File: config.mk
export PLATFORM = sky130hd
export DESIGN_NAME = spi_upload_tx_flat
export DESIGN_NICKNAME = d
export VERILOG_FILES = /design/src/rtl/spi_upload_pkg.sv /design/src/rtl/spi_upload_tx_if.sv /design/src/rtl/spi_pin_sync.sv /design/src/rtl/spi_upload_tx.sv /design/src/flat_wrapper.sv
export SDC_FILE = /design/constraint.sdc
export NUM_CORES = 1
export LEC_CHECK = 0
export BUFFER_PORTS_ARGS = -buffer_cell sky130_fd_sc_hd__clkbuf_2
export CAP_MARGIN = 5
export CORE_ASPECT_RATIO = 0.8
export CORE_MARGIN = 10
export CORE_UTILIZATION = 57
export DETAILED_ROUTE_END_ITERATION = 10
export PLACE_DENSITY = 0.8
export SLEW_MARGIN = 20
export SYNTH_ARGS = -nofsm -noshare
export SYNTH_HDL_FRONTEND = slang
export SYNTH_SLANG_ARGS = --single-unit
File: constraint.sdc
create_clock -name clk_sys -period 2.8 [get_ports clk_sys]
set_input_delay 0.56 -clock clk_sys [delete_from_list [all_inputs] [get_ports clk_sys]]
set_output_delay 0.56 -clock clk_sys [all_outputs]
set_load 0.02 [all_outputs]
File: src/rtl/spi_upload_pkg.sv
// Shared definitions for the SPI upload transmitter: FSM states and the
// data_io command bytes.
package spi_upload_pkg;

  typedef enum logic [2:0] {
    StIdle,
    StCmd,
    StIdx,
    StTx,
    StSkip
  } state_e;

  localparam logic [7:0] CmdIndex = 8'h54;
  localparam logic [7:0] CmdStart = 8'h55;
  localparam logic [7:0] CmdData  = 8'h56;
  localparam logic [7:0] CmdEnd   = 8'h57;

endpackage

File: src/rtl/spi_upload_tx_if.sv
// Core-side memory read bus used by the upload transmitter.
interface spi_upload_tx_if #(
  parameter int unsigned ADDR_W = 16
) ();

  logic              ioctl_upload;
  logic [7:0]        ioctl_index;
  logic [ADDR_W-1:0] ioctl_addr;
  logic              ioctl_rd;
  logic [7:0]        ioctl_din;

  modport master (
    output ioctl_upload,
    output ioctl_index,
    output ioctl_addr,
    output ioctl_rd,
    input  ioctl_din
  );

  modport slave (
    input  ioctl_upload,
    input  ioctl_index,
    input  ioctl_addr,
    input  ioctl_rd,
    output ioctl_din
  );

endinterface

File: src/rtl/spi_pin_sync.sv
// Two-flop synchroniser plus history flop for one asynchronous SPI pin,
// producing the synchronised level and single-cycle rise/fall pulses.
module spi_pin_sync #(
  parameter logic ResetVal = 1'b0
) (
  input  logic clk_i,
  input  logic rst_i,
  input  logic pin_i,
  output logic level_o,
  output logic rise_o,
  output logic fall_o
);

  logic [2:0] sync_q, sync_d;

  always_comb begin
    sync_d = {sync_q[1:0], pin_i};
  end

  always_ff @(posedge clk_i) begin
    if (rst_i) begin
      sync_q <= {3{ResetVal}};
    end else begin
      sync_q <= sync_d;
    end
  end

  assign level_o = sync_q[1];
  assign rise_o  = sync_q[1] & ~sync_q[2];
  assign fall_o  = ~sync_q[1] & sync_q[2];

endmodule

File: src/rtl/spi_upload_tx.sv
// SPI-slave transmitter for core-to-MCU uploads: decodes MCU commands and
// streams core memory bytes out on MISO (mode 0, MSB first).
module spi_upload_tx
  import spi_upload_pkg::*;
#(
  parameter int unsigned ADDR_W    = 16,
  parameter logic [7:0]  CMD_INDEX = CmdIndex,
  parameter logic [7:0]  CMD_START = CmdStart,
  parameter logic [7:0]  CMD_DATA  = CmdData,
  parameter logic [7:0]  CMD_END   = CmdEnd
) (
  input  logic            clk_sys,
  input  logic            reset,
  input  logic            SPI_SCK,
  input  logic            SPI_SS2,
  input  logic            SPI_DI,
  output logic            spi_do,
  output logic            spi_do_oe,
  spi_upload_tx_if.master ioctl
);

  logic sck_lvl, sck_rise, sck_fall;
  logic ss_lvl, ss_rise, ss_fall;
  logic di_lvl, di_rise, di_fall;

  spi_pin_sync #(.ResetVal(1'b0)) u_sync_sck (
    .clk_i(clk_sys), .rst_i(reset), .pin_i(SPI_SCK),
    .level_o(sck_lvl), .rise_o(sck_rise), .fall_o(sck_fall)
  );

  spi_pin_sync #(.ResetVal(1'b1)) u_sync_ss (
    .clk_i(clk_sys), .rst_i(reset), .pin_i(SPI_SS2),
    .level_o(ss_lvl), .rise_o(ss_rise), .fall_o(ss_fall)
  );

  spi_pin_sync #(.ResetVal(1'b0)) u_sync_di (
    .clk_i(clk_sys), .rst_i(reset), .pin_i(SPI_DI),
    .level_o(di_lvl), .rise_o(di_rise), .fall_o(di_fall)
  );

  logic unused_sync;
  assign unused_sync = ^{sck_lvl, ss_rise, ss_fall, di_rise, di_fall};

  state_e            state_q, state_d;
  logic [2:0]        bit_cnt_q, bit_cnt_d;
  logic [7:0]        rx_sr_q, rx_sr_d;
  logic [7:0]        tx_sr_q, tx_sr_d;
  logic [7:0]        prefetch_q, prefetch_d;
  logic              rd_q, rd_d;
  logic              rd_dly_q, rd_dly_d;
  logic              upload_q, upload_d;
  logic [7:0]        index_q, index_d;
  logic [ADDR_W-1:0] addr_q, addr_d;
  logic [7:0]        rx_byte;

  always_comb begin
    state_d    = state_q;
    bit_cnt_d  = bit_cnt_q;
    rx_sr_d    = rx_sr_q;
    tx_sr_d    = tx_sr_q;
    upload_d   = upload_q;
    index_d    = index_q;
    addr_d     = addr_q;
    rd_d       = 1'b0;
    rd_dly_d   = rd_q;
    prefetch_d = rd_dly_q ? ioctl.ioctl_din : prefetch_q;
    rx_byte    = {rx_sr_q[6:0], di_lvl};

    // SS high wins over any same-cycle SCK edge
    if (ss_lvl) begin
      state_d   = StIdle;
      bit_cnt_d = 3'd0;
      rx_sr_d   = 8'h00;
      tx_sr_d   = 8'h00;
    end else if (state_q == StIdle) begin
      state_d   = StCmd;
      bit_cnt_d = 3'd0;
      rx_sr_d   = 8'h00;
    end else begin
      if (sck_rise) begin
        rx_sr_d   = rx_byte;
        bit_cnt_d = bit_cnt_q + 3'd1;
        if (bit_cnt_q == 3'd7) begin
          unique case (state_q)
            StCmd: begin
              state_d = StSkip;
              if (rx_byte == CMD_INDEX) begin
                state_d = StIdx;
              end else if (rx_byte == CMD_START) begin
                upload_d = 1'b1;
                addr_d   = '0;
              end else if (rx_byte == CMD_END) begin
                upload_d = 1'b0;
              end else if (rx_byte == CMD_DATA) begin
                state_d = StTx;
                rd_d    = 1'b1;
              end
            end
            StIdx: begin
              index_d = rx_byte;
              state_d = StSkip;
            end
            StTx:    rd_d = 1'b1;
            default: ;
          endcase
        end
      end
      // Bit 0 fall loads the prefetched byte; the address advances per loaded byte
      if (sck_fall && state_q == StTx) begin
        if (bit_cnt_q == 3'd0) begin
          tx_sr_d = prefetch_q;
          addr_d  = addr_q + ADDR_W'(1);
        end else begin
          tx_sr_d = {tx_sr_q[6:0], 1'b0};
        end
      end
    end
  end

  always_ff @(posedge clk_sys) begin
    if (reset) begin
      state_q    <= StIdle;
      bit_cnt_q  <= 3'd0;
      rx_sr_q    <= 8'h00;
      tx_sr_q    <= 8'h00;
      prefetch_q <= 8'h00;
      rd_q       <= 1'b0;
      rd_dly_q   <= 1'b0;
      upload_q   <= 1'b0;
      index_q    <= 8'h00;
      addr_q     <= '0;
    end else begin
      state_q    <= state_d;
      bit_cnt_q  <= bit_cnt_d;
      rx_sr_q    <= rx_sr_d;
      tx_sr_q    <= tx_sr_d;
      prefetch_q <= prefetch_d;
      rd_q       <= rd_d;
      rd_dly_q   <= rd_dly_d;
      upload_q   <= upload_d;
      index_q    <= index_d;
      addr_q     <= addr_d;
    end
  end

  assign spi_do             = tx_sr_q[7];
  assign spi_do_oe          = (state_q == StTx);
  assign ioctl.ioctl_upload = upload_q;
  assign ioctl.ioctl_index  = index_q;
  assign ioctl.ioctl_addr   = addr_q;
  assign ioctl.ioctl_rd     = rd_q;

endmodule
File: src/flat_wrapper.sv
// flat-port wrapper written by rule: the top's interface ports become plain ports
module spi_upload_tx_flat import spi_upload_pkg::*;
#(
  parameter int unsigned ADDR_W    = 16,
  parameter logic [7:0]  CMD_INDEX = CmdIndex,
  parameter logic [7:0]  CMD_START = CmdStart,
  parameter logic [7:0]  CMD_DATA  = CmdData,
  parameter logic [7:0]  CMD_END   = CmdEnd
)
  (clk_sys, reset, SPI_SCK, SPI_SS2, SPI_DI, spi_do, spi_do_oe, ioctl_ioctl_upload, ioctl_ioctl_index, ioctl_ioctl_addr, ioctl_ioctl_rd, ioctl_ioctl_din);
  spi_upload_tx_if #(.ADDR_W(ADDR_W)) ioctl_i ();
  input  logic clk_sys;
  input  logic reset;
  input  logic SPI_SCK;
  input  logic SPI_SS2;
  input  logic SPI_DI;
  output logic spi_do;
  output logic spi_do_oe;
  output wire logic [$bits(ioctl_i.ioctl_upload)-1:0] ioctl_ioctl_upload;
  output wire logic [$bits(ioctl_i.ioctl_index)-1:0] ioctl_ioctl_index;
  output wire logic [$bits(ioctl_i.ioctl_addr)-1:0] ioctl_ioctl_addr;
  output wire logic [$bits(ioctl_i.ioctl_rd)-1:0] ioctl_ioctl_rd;
  input wire logic [$bits(ioctl_i.ioctl_din)-1:0] ioctl_ioctl_din;
  assign ioctl_ioctl_upload = ioctl_i.ioctl_upload;
  assign ioctl_ioctl_index = ioctl_i.ioctl_index;
  assign ioctl_ioctl_addr = ioctl_i.ioctl_addr;
  assign ioctl_ioctl_rd = ioctl_i.ioctl_rd;
  assign ioctl_i.ioctl_din = ioctl_ioctl_din;
  spi_upload_tx #(.ADDR_W(ADDR_W), .CMD_INDEX(CMD_INDEX), .CMD_START(CMD_START), .CMD_DATA(CMD_DATA), .CMD_END(CMD_END)) u_core (.clk_sys(clk_sys), .reset(reset), .SPI_SCK(SPI_SCK), .SPI_SS2(SPI_SS2), .SPI_DI(SPI_DI), .spi_do(spi_do), .spi_do_oe(spi_do_oe), .ioctl(ioctl_i));
endmodule
==> impl_metrics.yaml <==
cells_and_area:
  post-route-util_pct: 67.7
  nets: 357
  area_growth_pct: 12.6
  layout_common_cells: "63 x dfxtp_1, 40 x clkbuf_2, 30 x nor2_1, 28 x nand2_1, 24 x mux2i_1"
  num-fill-cells: 397
  drive_gt1_share_pct: 18.7
  layout_commonest_cell: "dfxtp_1"
  final_cells: 403
  multi_input_area_um2: 1410
  diodes: 0
  seqCellArea_um2: 1260
worst_setup_path:
  startpoint: "u_core.bit_cnt_q[0]$_SDFFE_PP0P_"
  end_kind: "flop"
  cp.required_ns: 3.02
  cp_max_fo: 9
  r2r_slack_ns: 0.53
  start_kind: "flop"
  path_class: "flop to flop"
  r2r-start: "u_core.bit_cnt_q[0]$_SDFFE_PP0P_"
  arrival_ns: 2.49
status:
  outcome: "complete, no violations"
timing:
  finalCritPeriodShare_pct: 80.9
  fmax_ghz: 0.441
  finalHoldViolCount: 0
  final-setup-viol-count: 0
  holdWs_ns: 0.406
  tightest_slew_ns: 0.936
  final.setup.tns_ns: 0
  rsz0062_at_grt: "no"
  final_max_slew_viol_count: 0
  slew_headroom_pct: 37.4
  final_period_minus_worst_setup_slack_ns: 2.27
  clock_skew_ns: 0.00989
global_routing:
  grt_pass1_wl_mm: 10.4
  antenna_found_initial: 0
  grt_max_degree: 25
  grt_use_total_pct: 15.6
  grt_pass1_vias: 2139
  grt_overflow: 0
synthesis:
  synth.net_count: 324
  synth_edf_count: 0
  synth_top_area_cell: "dfxtp_1"
  synth_cell_types: 48
  async_flop_share_pct: 0
  synth.avg_cell_area_um2: 9.10
  synth-xor-area-share_pct: 0.313
  yosys_warnings: 0
  yosysSeqAreaShare_pct: 45.1
  synthTopCellsByArea: "dfxtp_1 45%, mux2i_1 8.6%, nor2_1 4.0%"
  muxShareOfSynthArea_pct: 8.59
  yosys_most_used_dff: "dfxtp_1"
  ys_ff_latch: 63
  synth_top_family_by_area: "simple AND/OR/NAND/NOR gates"
  syn_area_um2: 2800
  yosysTopAreaCellShare_pct: 45.1
  syn_inst: 307
  synth_adder_area_share_pct: 1.79
  synth-compound-area-share_pct: 13.5
  synthSimpleGateAreaFrac_pct: 26.2
placement:
  place_inst: 389
  dp_hpwl_mm: 4.46
  io_buffers: 40
  place_congestion: 0.890
hold_path:
  hp-class: "input port to flop"
  worstHoldStart: "SPI_SS2"
clocking:
  clkTransAtPathRegs_ns: 0.06
  hold_buffers: 0
  clockRootBuffer: "clkbuf_8"
  tritoncts: "done"
  cts.path.max_buffers: 2
  clock_latency_ns: 0.35
  cts_setup_buffers: 0
  cts_repair_resize_count: 0
  cts_htree_levels: 3
  tritoncts.num_buffers: 9
  cts.sinks: 63
die:
  io_pins: 41
  coreArea_um2: 4650
  die_w_um: 98.3
  design.die.area_um2: 8120
  row_count: 22
  initial_core_util_pct: 60.1
  die_h_um: 82.6
route:
  viasPerCell: 5.64
  dr_total_vias: 2272
  wl_per_cell_um: 15.1
  dr.pass1.iters: 4
  drt_iter0_markers: 170
  drt-total-wl_mm: 6.09
  antenna_left: 0
  drc_errors: 0
pwr:
  p_per_area_nw_per_um2: 498
  leakagePower_nw: 1.25
  peakVddDrop_uv: 373
flow_run:
  drv_cap: 0
## per-layer routing
layer	GRT usage, %	up-vias	wire length, um
met5	0	-	0
met3	6.39	5	522
met1	19.3	1036	2810
met2	23.6	63	2710
li1	-	1168	-
met4	6.71	0	54
## synthesized netlist by cell type, types with 5 or more instances
cell type and instances:
or3_1 6, a21oi_1 17, a211oi_1 9, a22oi_1 7
inv_1 10, o21ai_0 8, nor2b_1 8, nor2_1 30
dfxtp_1 63, nand2_1 28, clkbuf_1 12, mux2i_1 24
nand3_1 6, and4_1 5, nand2b_1 10, nand4_1 7
## cell families (layout without fill, tap and decap cells)
| logic type | count (synthesis) | in the layout |
|---|---|---|
| adder cells (fa/ha/maj) | 4 | 4 |
| AO/OA/AOI/OAI | 57 | 57 |
| flip-flops | 63 | 63 |
| multiplexers | 24 | 24 |
| buffers and inverters | 30 | 66 |
| XOR/XNOR | 1 | 1 |
| AND/OR/NAND/NOR | 128 | 128 |
## flip-flops by register name, indices dropped and copies added (netlist names), 2 cells and up
name                      flops
u_core.bit_cnt_q              3
u_core.ioctl.ioctl_addr      16
u_core.ioctl.ioctl_index      8
u_core.prefetch_q             8
u_core.rx_sr_q                7
u_core.state_q                3
u_core.tx_sr_q                8
u_core.u_sync_di.sync_q       2
u_core.u_sync_sck.sync_q      3
u_core.u_sync_ss.sync_q       2
## worst paths after layout
kind                                                                 end  cells past startpoint
worst max register to register  u_core.ioctl.ioctl_addr[10]$_SDFFE_PP0P_                      6
worst min register to register     u_core.u_sync_ss.sync_q[1]$_SDFF_PP1_                      1
worst min-delay path               u_core.u_sync_ss.sync_q[0]$_SDFF_PP1_                      2
worst max-delay path            u_core.ioctl.ioctl_addr[10]$_SDFFE_PP0P_                      6
## power by group
part           switching, mW  internal, mW  total [mW]
Combinational         0.0187        0.0151      0.0338
Sequential           0.00557         0.901       0.907
Clock                  0.320         0.309       0.629
## through the flow
step / power (mW) / area, um2 / setup slack (ns)
detailed placement: 0.961 / 3000 / 0.544
CTS: 1.58 / 3150 / 0.560
finish: 1.57 / 3150 / 0.535
floorplan: 0.946 / 2800 / 0.906
global placement: 0.959 / 3000 / 0.688
global route: 1.62 / 3150 / 0.349
## critical path: stages, from the launching register on
cell and delay, ns:
dfxtp_1 0.37, ha_1 0.17, ha_1 0.18, nor4bb_1 0.45, nand4_1 0.46, nand3b_1 0.40, a31oi_1 0.12
## final cells by class
| cell class | instances | share of cell area, % |
|---|---|---|
| multi-input combinational | 214 | 44.9 |
| sequential | 63 | 40.1 |
| timing repair buffer | 42 | 6.84 |
| clock buffer | 12 | 4.29 |
| tap | 60 | 2.38 |
| inverter | 10 | 1.19 |
| clock inverter | 2 | 0.318 |
Note: power is estimated with default switching activity, not from simulation.
